--- config.mk ---
export PLATFORM = sky130hd
export DESIGN_NAME = fetch_unit_flat
export DESIGN_NICKNAME = d
export VERILOG_FILES = /design/src/rtl/fetch_unit_if.sv /design/src/rtl/fetch_unit.sv /design/src/flat_wrapper.sv
export SDC_FILE = /design/constraint.sdc
export NUM_CORES = 1
export LEC_CHECK = 0
export CAP_MARGIN = 0
export CORE_MARGIN = 10
export CORE_UTILIZATION = 48
export CTS_CLUSTER_DIAMETER = 60
export DETAILED_ROUTE_END_ITERATION = 7
export PLACE_DENSITY_LB_ADDON = 0.12
export SLEW_MARGIN = 5
export SYNTH_ARGS = -nofsm -noshare
export SYNTH_HDL_FRONTEND = slang
export SYNTH_SLANG_ARGS = --single-unit
--- constraint.sdc ---
create_clock -name clk -period 8.85 [get_ports clk]
set_input_delay 1.77 -clock clk [delete_from_list [all_inputs] [get_ports clk]]
set_output_delay 1.77 -clock clk [all_outputs]
set_load 0.01 [all_outputs]
--- src/rtl/fetch_unit_if.sv ---
// Fetch-stage bus bundle: core redirect, instruction-memory request/response, decode-side instruction channel.
// master = fetch unit, slave = the surrounding core/memory environment.
interface fetch_unit_if #(parameter int size = 32);
    logic            redirect_valid;
    logic [size-1:0] redirect_pc;
    logic            imem_req_valid;
    logic [size-1:0] imem_req_addr;
    logic            imem_req_ready;
    logic            imem_resp_valid;
    logic [size-1:0] imem_resp_data;
    logic            inst_valid;
    logic [size-1:0] inst_data;
    logic [size-1:0] inst_pc;
    logic            inst_ready;

    modport master (
        input  redirect_valid, redirect_pc, imem_req_ready, imem_resp_valid, imem_resp_data, inst_ready,
        output imem_req_valid, imem_req_addr, inst_valid, inst_data, inst_pc
    );

    modport slave (
        output redirect_valid, redirect_pc, imem_req_ready, imem_resp_valid, imem_resp_data, inst_ready,
        input  imem_req_valid, imem_req_addr, inst_valid, inst_data, inst_pc
    );
endinterface

--- src/rtl/fetch_unit.sv ---
// Instruction fetch: owns the PC, issues in-order imem reads, buffers {pc, word} in a 2-entry FIFO.
// Latency: request accepted in N, response in N+k, instruction valid to decode in N+k+1.
// Backpressure: requests are credit-limited so FIFO plus in-flight never exceeds 2; redirect flushes.
module fetch_unit #(
    parameter int              size     = 32,
    parameter logic [size-1:0] RESET_PC = '0
) (
    input  logic         clk,
    input  logic         rst_n,
    fetch_unit_if.master bus
);

    logic [size-1:0] fetch_pc;
    logic [1:0]      outstanding;
    logic [1:0]      drop_cnt;
    logic [1:0]      fifo_cnt;

    // PCs of in-flight requests, consumed in response order
    logic [size-1:0] pcq [2];
    logic            pcq_wr;
    logic            pcq_rd;

    logic [size-1:0] fifo_pc  [2];
    logic [size-1:0] fifo_dat [2];
    logic            fifo_wr;
    logic            fifo_rd;

    logic            inst_vld;
    logic            pop;
    logic            credit_ok;
    logic            req_vld;
    logic            accept;
    logic            resp;
    logic            discard;
    logic            push;
    logic [size-1:0] redirect_aligned;

    always_comb begin
        inst_vld         = (fifo_cnt != 2'd0) && !bus.redirect_valid;
        pop              = inst_vld && bus.inst_ready;
        credit_ok        = ({1'b0, fifo_cnt} + {1'b0, outstanding}) < 3'd2;
        // Gated by rst_n so the request line is quiet throughout reset
        req_vld          = rst_n && !bus.redirect_valid && (credit_ok || pop);
        accept           = req_vld && bus.imem_req_ready;
        resp             = bus.imem_resp_valid && (outstanding != 2'd0);
        discard          = resp && (bus.redirect_valid || (drop_cnt != 2'd0));
        push             = resp && !discard;
        redirect_aligned = bus.redirect_pc & ~size'(3);
    end

    assign bus.imem_req_valid = req_vld;
    assign bus.imem_req_addr  = fetch_pc;
    assign bus.inst_valid     = inst_vld;
    assign bus.inst_data      = (fifo_cnt != 2'd0) ? fifo_dat[fifo_rd] : '0;
    assign bus.inst_pc        = (fifo_cnt != 2'd0) ? fifo_pc[fifo_rd]  : '0;

    always_ff @(posedge clk or negedge rst_n) begin
        if (!rst_n) begin
            fetch_pc    <= RESET_PC;
            outstanding <= 2'd0;
            drop_cnt    <= 2'd0;
            fifo_cnt    <= 2'd0;
            fifo_wr     <= 1'b0;
            fifo_rd     <= 1'b0;
            pcq_wr      <= 1'b0;
            pcq_rd      <= 1'b0;
        end else begin
            // Discarded responses still retire an in-flight request
            outstanding <= outstanding + 2'(accept) - 2'(resp);
            if (accept) pcq_wr <= ~pcq_wr;
            if (resp)   pcq_rd <= ~pcq_rd;

            if (bus.redirect_valid) begin
                fetch_pc <= redirect_aligned;
                drop_cnt <= outstanding - 2'(resp);
                fifo_cnt <= 2'd0;
                fifo_wr  <= 1'b0;
                fifo_rd  <= 1'b0;
            end else begin
                if (accept)  fetch_pc <= fetch_pc + size'(4);
                if (discard) drop_cnt <= drop_cnt - 2'd1;
                if (push)    fifo_wr  <= ~fifo_wr;
                if (pop)     fifo_rd  <= ~fifo_rd;
                case ({push, pop})
                    2'b10:   fifo_cnt <= fifo_cnt + 2'd1;
                    2'b01:   fifo_cnt <= fifo_cnt - 2'd1;
                    default: fifo_cnt <= fifo_cnt;
                endcase
            end
        end
    end

    // Payload storage needs no reset: every read is qualified by a count
    always_ff @(posedge clk) begin
        if (accept) pcq[pcq_wr] <= fetch_pc;
        if (push) begin
            fifo_pc[fifo_wr]  <= pcq[pcq_rd];
            fifo_dat[fifo_wr] <= bus.imem_resp_data;
        end
    end

endmodule
--- src/flat_wrapper.sv ---
// flat-port wrapper written by rule: the top's interface ports become plain ports
module fetch_unit_flat 
#(
    parameter int              size     = 32,
    parameter logic [size-1:0] RESET_PC = '0
)
  (clk, rst_n, bus_redirect_valid, bus_redirect_pc, bus_imem_req_ready, bus_imem_resp_valid, bus_imem_resp_data, bus_inst_ready, bus_imem_req_valid, bus_imem_req_addr, bus_inst_valid, bus_inst_data, bus_inst_pc);
  fetch_unit_if #(.size(size)) bus_i ();
  input  logic clk;
  input  logic rst_n;
  input wire logic [$bits(bus_i.redirect_valid)-1:0] bus_redirect_valid;
  input wire logic [$bits(bus_i.redirect_pc)-1:0] bus_redirect_pc;
  input wire logic [$bits(bus_i.imem_req_ready)-1:0] bus_imem_req_ready;
  input wire logic [$bits(bus_i.imem_resp_valid)-1:0] bus_imem_resp_valid;
  input wire logic [$bits(bus_i.imem_resp_data)-1:0] bus_imem_resp_data;
  input wire logic [$bits(bus_i.inst_ready)-1:0] bus_inst_ready;
  output wire logic [$bits(bus_i.imem_req_valid)-1:0] bus_imem_req_valid;
  output wire logic [$bits(bus_i.imem_req_addr)-1:0] bus_imem_req_addr;
  output wire logic [$bits(bus_i.inst_valid)-1:0] bus_inst_valid;
  output wire logic [$bits(bus_i.inst_data)-1:0] bus_inst_data;
  output wire logic [$bits(bus_i.inst_pc)-1:0] bus_inst_pc;
  assign bus_i.redirect_valid = bus_redirect_valid;
  assign bus_i.redirect_pc = bus_redirect_pc;
  assign bus_i.imem_req_ready = bus_imem_req_ready;
  assign bus_i.imem_resp_valid = bus_imem_resp_valid;
  assign bus_i.imem_resp_data = bus_imem_resp_data;
  assign bus_i.inst_ready = bus_inst_ready;
  assign bus_imem_req_valid = bus_i.imem_req_valid;
  assign bus_imem_req_addr = bus_i.imem_req_addr;
  assign bus_inst_valid = bus_i.inst_valid;
  assign bus_inst_data = bus_i.inst_data;
  assign bus_inst_pc = bus_i.inst_pc;
  fetch_unit #(.size(size), .RESET_PC(RESET_PC)) u_core (.clk(clk), .rst_n(rst_n), .bus(bus_i));
endmodule
==> flow_summary.ini, run 1 <==
[logic_synthesis]
yosysSeqAreaShare_pct = 69.9
ys_ff_latch = 224
synth_top_flop_cell = edfxtp_1
synth_top_area_share_pct = 59.2
synth_warnings = 0
synthCells = 651
synthArstFlopShare_pct = 17.9
synth_edf_count = 184
syn_area_um2 = 9340
synth.area.top_cells = edfxtp_1, dfrtp_1, mux2i_1, mux2_2, nor2_1
avgSynthCellArea_um2 = 14.3
synth.distinct_cells = 51
yosys.area.top_type = edfxtp_1

[grt]
busiest_layer = met2
grt-ovfl-total = 0
antenna_found_initial = 0
use_met1_pct = 21.5
grt_pass1_vias = 5906
grt_max_degree = 64
grt_pass1_wl_um = 33600
grt_util_met2_pct = 25.8
met3_usage_pct = 4.18
groute.usage.overall_pct = 16.2

[floorplan]
num_io_pins = 168
die_x_um = 159
die_h_um = 159
initial_core_util_pct = 49.4
die-area_um2 = 25400
row_count = 50
core_um2 = 18900

[pwr]
power.density_nw_per_um2 = 247
p_leak_nw = 3.97
ir_drop_mv = 0.147

[clocking]
cts_tree = yes
clk_pin_slew_worst_paths_ns = 0.06
cts_inserted_buffers = 24
holdBufCountCts = 0
htreeDepth = 1
root_buffer = clkbuf_16
cts_setup_buffers = 0
clk_latency_ns = 0.51
cts_buffer_depth = 3
numClockSinks = 224
ctsResizeCount = 0

[sta]
finalSetupTns_ns = 0
setup_viol = 0
tightest_slew_ns = 1.17
hold_viol = 0
slew_violations = 0
max_freq_mhz = 195
fin_crit_sh_pct = 57.8
rsz0062_at_grt = false
slew_headroom_pct = 22.1
finalCriticalPeriod_ns = 5.12
skew_ns = 0.0161

[routing]
num_vias = 5941
wl_um = 21300
via_per_inst = 5.45
drc = 0
avgRoutedWirePerCell_um = 19.5
antenna_left = 0
first_pass_iters = 5
drt_iter0_drc = 436

[cells_and_area]
nets = 888
syn2layout_area_growth_pct = 28.4
drive_gt1_share_pct = 9.99
num_antenna_cells = 0
fin_area_um2 = 12000
nFillCells = 1437

[placed_design]
dpl_cell_area_um2 = 11200
gp_congestion = 0.862
hpwl_um = 14100
numPortBuffers = 161

[run]
cap_violations = 0

[setup_path]
crit_arrival_ns = 3.35
worst-path-buf-inv = 2
crit_chain = buf_2, o211a_1, clkdlybuf4s50_1
crit_slowest_cell = buf_2
worst_path_largest_cell_delay_ns = 0.76
worstPathMaxFanout = 43
criticalPathCategory = input pin to primary output
cp_data_required_time_ns = 7.08
crit_path_end_kind = primary output
cp-start-kind = input pin
cp_top_family = buffers and inverters

[worst_hold_path]
hold_class = register to register

[status]
outcome = finished clean
-- layout make-up --
type | instances | area [um^2] | area share [%]
multi-input cells | 380 | 2640 | 22.0
well taps | 260 | 325 | 2.71
flip-flops and latches | 224 | 6530 | 54.4
inverters | 12 | 45.0 | 0.376
clock inverters | 8 | 93.8 | 0.782
repair buffers | 171 | 1680 | 14.0
clock buffers | 36 | 677 | 5.64
-- routing by layer --
metal	share of wire, %	vias up
met5	0	-
met4	1.7	0
met3	6.9	31
met2	48	237
met1	44	2882
li1	-	2791
-- final timing paths --
check	start	end	slack, ns	depth (start not counted)
worst max register to register	u_core.fifo_cnt[0]	u_core.pcq[0][7]	5.39	6
worst max-delay path	rst_n	bus_imem_req_valid	3.73	3
max in group asynchronous	rst_n	u_core.fifo_rd	6.66	1
min in group asynchronous	rst_n	u_core.bus.imem_req_addr[5]	1.45	1
worst min-delay path	u_core.pcq_wr	u_core.pcq_wr	0.52	1
worst min register to register	u_core.pcq_wr	u_core.pcq_wr	0.52	1
-- state kept, by name, indices dropped and copies added, names as in the netlist --
name	cells
u_core.fifo_dat	64
u_core.fifo_pc	60
u_core.pcq	60
u_core.bus.imem_req_addr	30
u_core.drop_cnt	2
u_core.fifo_cnt	2
u_core.outstanding	2
u_core.fifo_rd	1
u_core.fifo_wr	1
u_core.pcq_rd	1
u_core.pcq_wr	1
-- cell families (layout without fill, tap and decap cells) --
family,count (synthesis),count (layout),share of synthesized area (%)
compound gates,73,73,5.29
xor+xnor,15,15,1.41
fa+ha+maj,5,5,0.750
buf+inv,50,227,2.20
flops,224,224,69.9
mux,95,95,10.6
other cells,1,4,0.0401
simple gates,188,188,9.86
-- power by group --
group	internal [W]	switching, W
Sequential	0.00127	0.000102
Combinational	0.000321	0.000304
Clock	0.000586	0.000384
-- cell usage after synthesis, types with 4 or more instances --
cell type  instances
xnor2_1           11
nand2_1           22
dfrtp_1           40
mux2i_1           65
nand4_1           12
buf_4              4
o21ai_0           17
ha_1               4
edfxtp_1         184
o31ai_1           10
mux2_2            30
nand3_1           16
a21oi_1            4
inv_1             12
a211oi_1           4
or3_1              4
o311ai_0           5
xor2_1             4
buf_1              6
a31oi_1           16
nor2_1            89
nor3_1             6
clkbuf_1          26
or4_1             15
-- cells in the final DEF, fill, tap and decap left out, types with 4 or more instances in the layout --
cell,Yosys,layout
a211oi_1,4,4
a21oi_1,4,4
a31oi_1,16,16
buf_4,4,10
clkbuf_1,26,10
clkbuf_16,0,25
clkdlybuf4s50_1,0,160
conb_1,1,4
dfrtp_1,40,39
edfxtp_1,184,184
ha_1,4,4
inv_1,12,12
mux2_2,30,30
mux2i_1,65,65
nand2_1,22,22
nand3_1,16,16
nand4_1,12,12
nor2_1,89,88
nor3_1,6,4
o21ai_0,17,17
o311ai_0,5,5
o31ai_1,10,10
or3_1,4,4
or4_1,15,15
xnor2_1,11,11
xor2_1,4,4
-- worst register-to-register path, delay by kind of cell (launching register included) --
kind,cells,cell delay (ns)
AOI/OAI and AO/OA,1,0.32
and+or+nand+nor,3,1.44
adders and majority gates,1,0.44
DFF,1,0.48
buffers and inverters,1,0.45
-- through the flow --
stage	power, W	setup WS (ns)	util, %	cells	hold WS (ns)
floorplan	0.00173	1.54	-	654	0.457
global placement	0.00200	3.71	59.4	1047	0.493
detailed placement	0.00202	3.71	59.4	1047	0.511
CTS	0.00300	3.69	63.5	1091	0.519
global route	0.00311	3.59	63.5	1091	0.537
finish	0.00296	3.73	63.5	1091	0.523
Note: power is estimated with default switching activity, not from simulation.
==> inputs of run 2 (changes only) <==
--- a/config.mk
+++ b/config.mk
@@ -7,7 +7,7 @@
 export LEC_CHECK = 0
 export CAP_MARGIN = 0
 export CORE_MARGIN = 10
-export CORE_UTILIZATION = 48
+export CORE_UTILIZATION = 47
 export CTS_CLUSTER_DIAMETER = 60
 export DETAILED_ROUTE_END_ITERATION = 7
 export PLACE_DENSITY_LB_ADDON = 0.12
==> constraint.sdc (replaced) <==
create_clock -name clk -period 4.4 [get_ports clk]
set_input_delay 0.88 -clock clk [delete_from_list [all_inputs] [get_ports clk]]
set_output_delay 0.88 -clock clk [all_outputs]
set_load 0.01 [all_outputs]
==> flow_summary.ini, run 2 (synthesis gave the netlist of run 1 again) <==
[clocking]
cts_inserted_buffers = 24
cts_tree = yes
root_buffer = clkbuf_16
cts_buffer_depth = 3
numClockSinks = 224
clk_pin_slew_worst_paths_ns = 0.06
ctsResizeCount = 0
clk_latency_ns = 0.50
htreeDepth = 1
holdBufCountCts = 0
cts_setup_buffers = 0

[grt]
grt-ovfl-total = 0
antenna_found_initial = 0
grt_pass1_wl_um = 34500
grt_max_degree = 53
grt_pass1_vias = 6127
groute.usage.overall_pct = 16.4

[setup_path]
crit_arrival_ns = 2.68
crit_slowest_cell = clkdlybuf4s50_1
worst-path-buf-inv = 1
worstPathMaxFanout = 8
cp_top_family = buffers and inverters
worst_path_largest_cell_delay_ns = 0.54
crit_path_end_kind = primary output
criticalPathCategory = register to primary output
cp_data_required_time_ns = 3.52
crit_chain = and2_1, fa_1, nor2_1, o211a_1, clkdlybuf4s50_1
cp-start-kind = register

[routing]
via_per_inst = 5.36
drt_iter0_drc = 388
wl_um = 21800
drc = 0
antenna_left = 0
avgRoutedWirePerCell_um = 19.9
num_vias = 5884
first_pass_iters = 4

[cells_and_area]
top_register = u_core.fifo_dat
drive_gt1_share_pct = 10.3
syn2layout_area_growth_pct = 29.3
num_antenna_cells = 0
nets = 891
mostFrequentLayoutCell = edfxtp_1
largest_register_ffs = 64
reg_top3 = u_core.fifo_dat (64), u_core.fifo_pc (60), u_core.pcq (60)
final_cell_mix = edfxtp_1, clkdlybuf4s50_1, nor2_1
instances_no_fill = 1098

[sta]
max_freq_mhz = 281
finalSetupTns_ns = 0
hold_viol = 0
slew_headroom_pct = 35.4
slew_violations = 0
finalCriticalPeriod_ns = 3.56
rsz0062_at_grt = false
tightest_slew_ns = 0.970
fin_crit_sh_pct = 81.0
setup_viol = 0
skew_ns = 0.00909

[pwr]
ir_drop_mv = 0.265
power.density_nw_per_um2 = 494
p_leak_nw = 4.00

[floorplan]
die-area_um2 = 25900
num_io_pins = 168
row_count = 51
initial_core_util_pct = 47.8
die_x_um = 161
core_um2 = 19500
die_h_um = 161

[placed_design]
hpwl_um = 14900
gp_congestion = 0.843
numPlacedInstances = 1055
numPortBuffers = 161

[status]
outcome = finished clean

[worst_hold_path]
hold_class = input pin to async pin

[run]
cap_violations = 0
==> run 2: area by class of cell <==
type,instances,area [um^2]
Timing Repair Buffer,174,1750
Sequential cell,224,6530
Clock inverter,11,106
Tap cell,265,332
Clock buffer,32,652
Multi-Input combinational cell,380,2660
Fill cell,1508,7450
Inverter,12,45.0
==> run 2: path summary, 6_finish.rpt <==
kind | slack, ns | endpoint | from | cells after the start
max | 0.84 | bus_imem_req_valid | u_core.fifo_cnt[0] | 5
min | 0.33 | u_core.outstanding[0] | rst_n | 1
max reg2reg | 1.08 | u_core.pcq[1][19] | u_core.fifo_cnt[0] | 6
min reg2reg | 0.53 | u_core.pcq_wr | u_core.pcq_wr | 1
max in group asynchronous | 3.31 | u_core.fifo_rd | rst_n | 2
min in group clk | 0.53 | u_core.pcq_wr | u_core.pcq_wr | 1
==> run 2: per-layer routing <==
layer | wire length, um | share of wire, % | vias up | track usage, %
li1 | - | - | 2799 | -
met1 | 9360 | 43 | 2858 | 21.1
met2 | 10600 | 49 | 196 | 27.3
met3 | 1370 | 6.3 | 31 | 3.97
met4 | 455 | 2.1 | 0 | 4.34
met5 | 0 | 0 | - | 0
==> run 2: power by group <==
part / switching, W / leakage, nW / total, W / internal [W]
Sequential: 0.000192 / 2.12 / 0.00274 / 0.00255
Combinational: 0.000643 / 1.51 / 0.00130 / 0.000660
Clock: 0.000763 / 0.367 / 0.00192 / 0.00116
Total: 0.00160 / 4.00 / 0.00596 / 0.00436
==> run 2: per-stage QoR <==
step	cell area, um^2	setup WS [ns]	utilization (%)	power [W]	hold slack (ns)
after floorplan	9360	0.170	-	0.00347	0.457
after global placement	11300	1.04	58.0	0.00405	0.498
after detailed placement	11300	0.923	58.0	0.00410	0.521
after CTS	12100	0.779	61.8	0.00604	0.333
after global routing	12100	0.661	61.8	0.00624	0.345
final	12100	0.836	61.8	0.00596	0.330
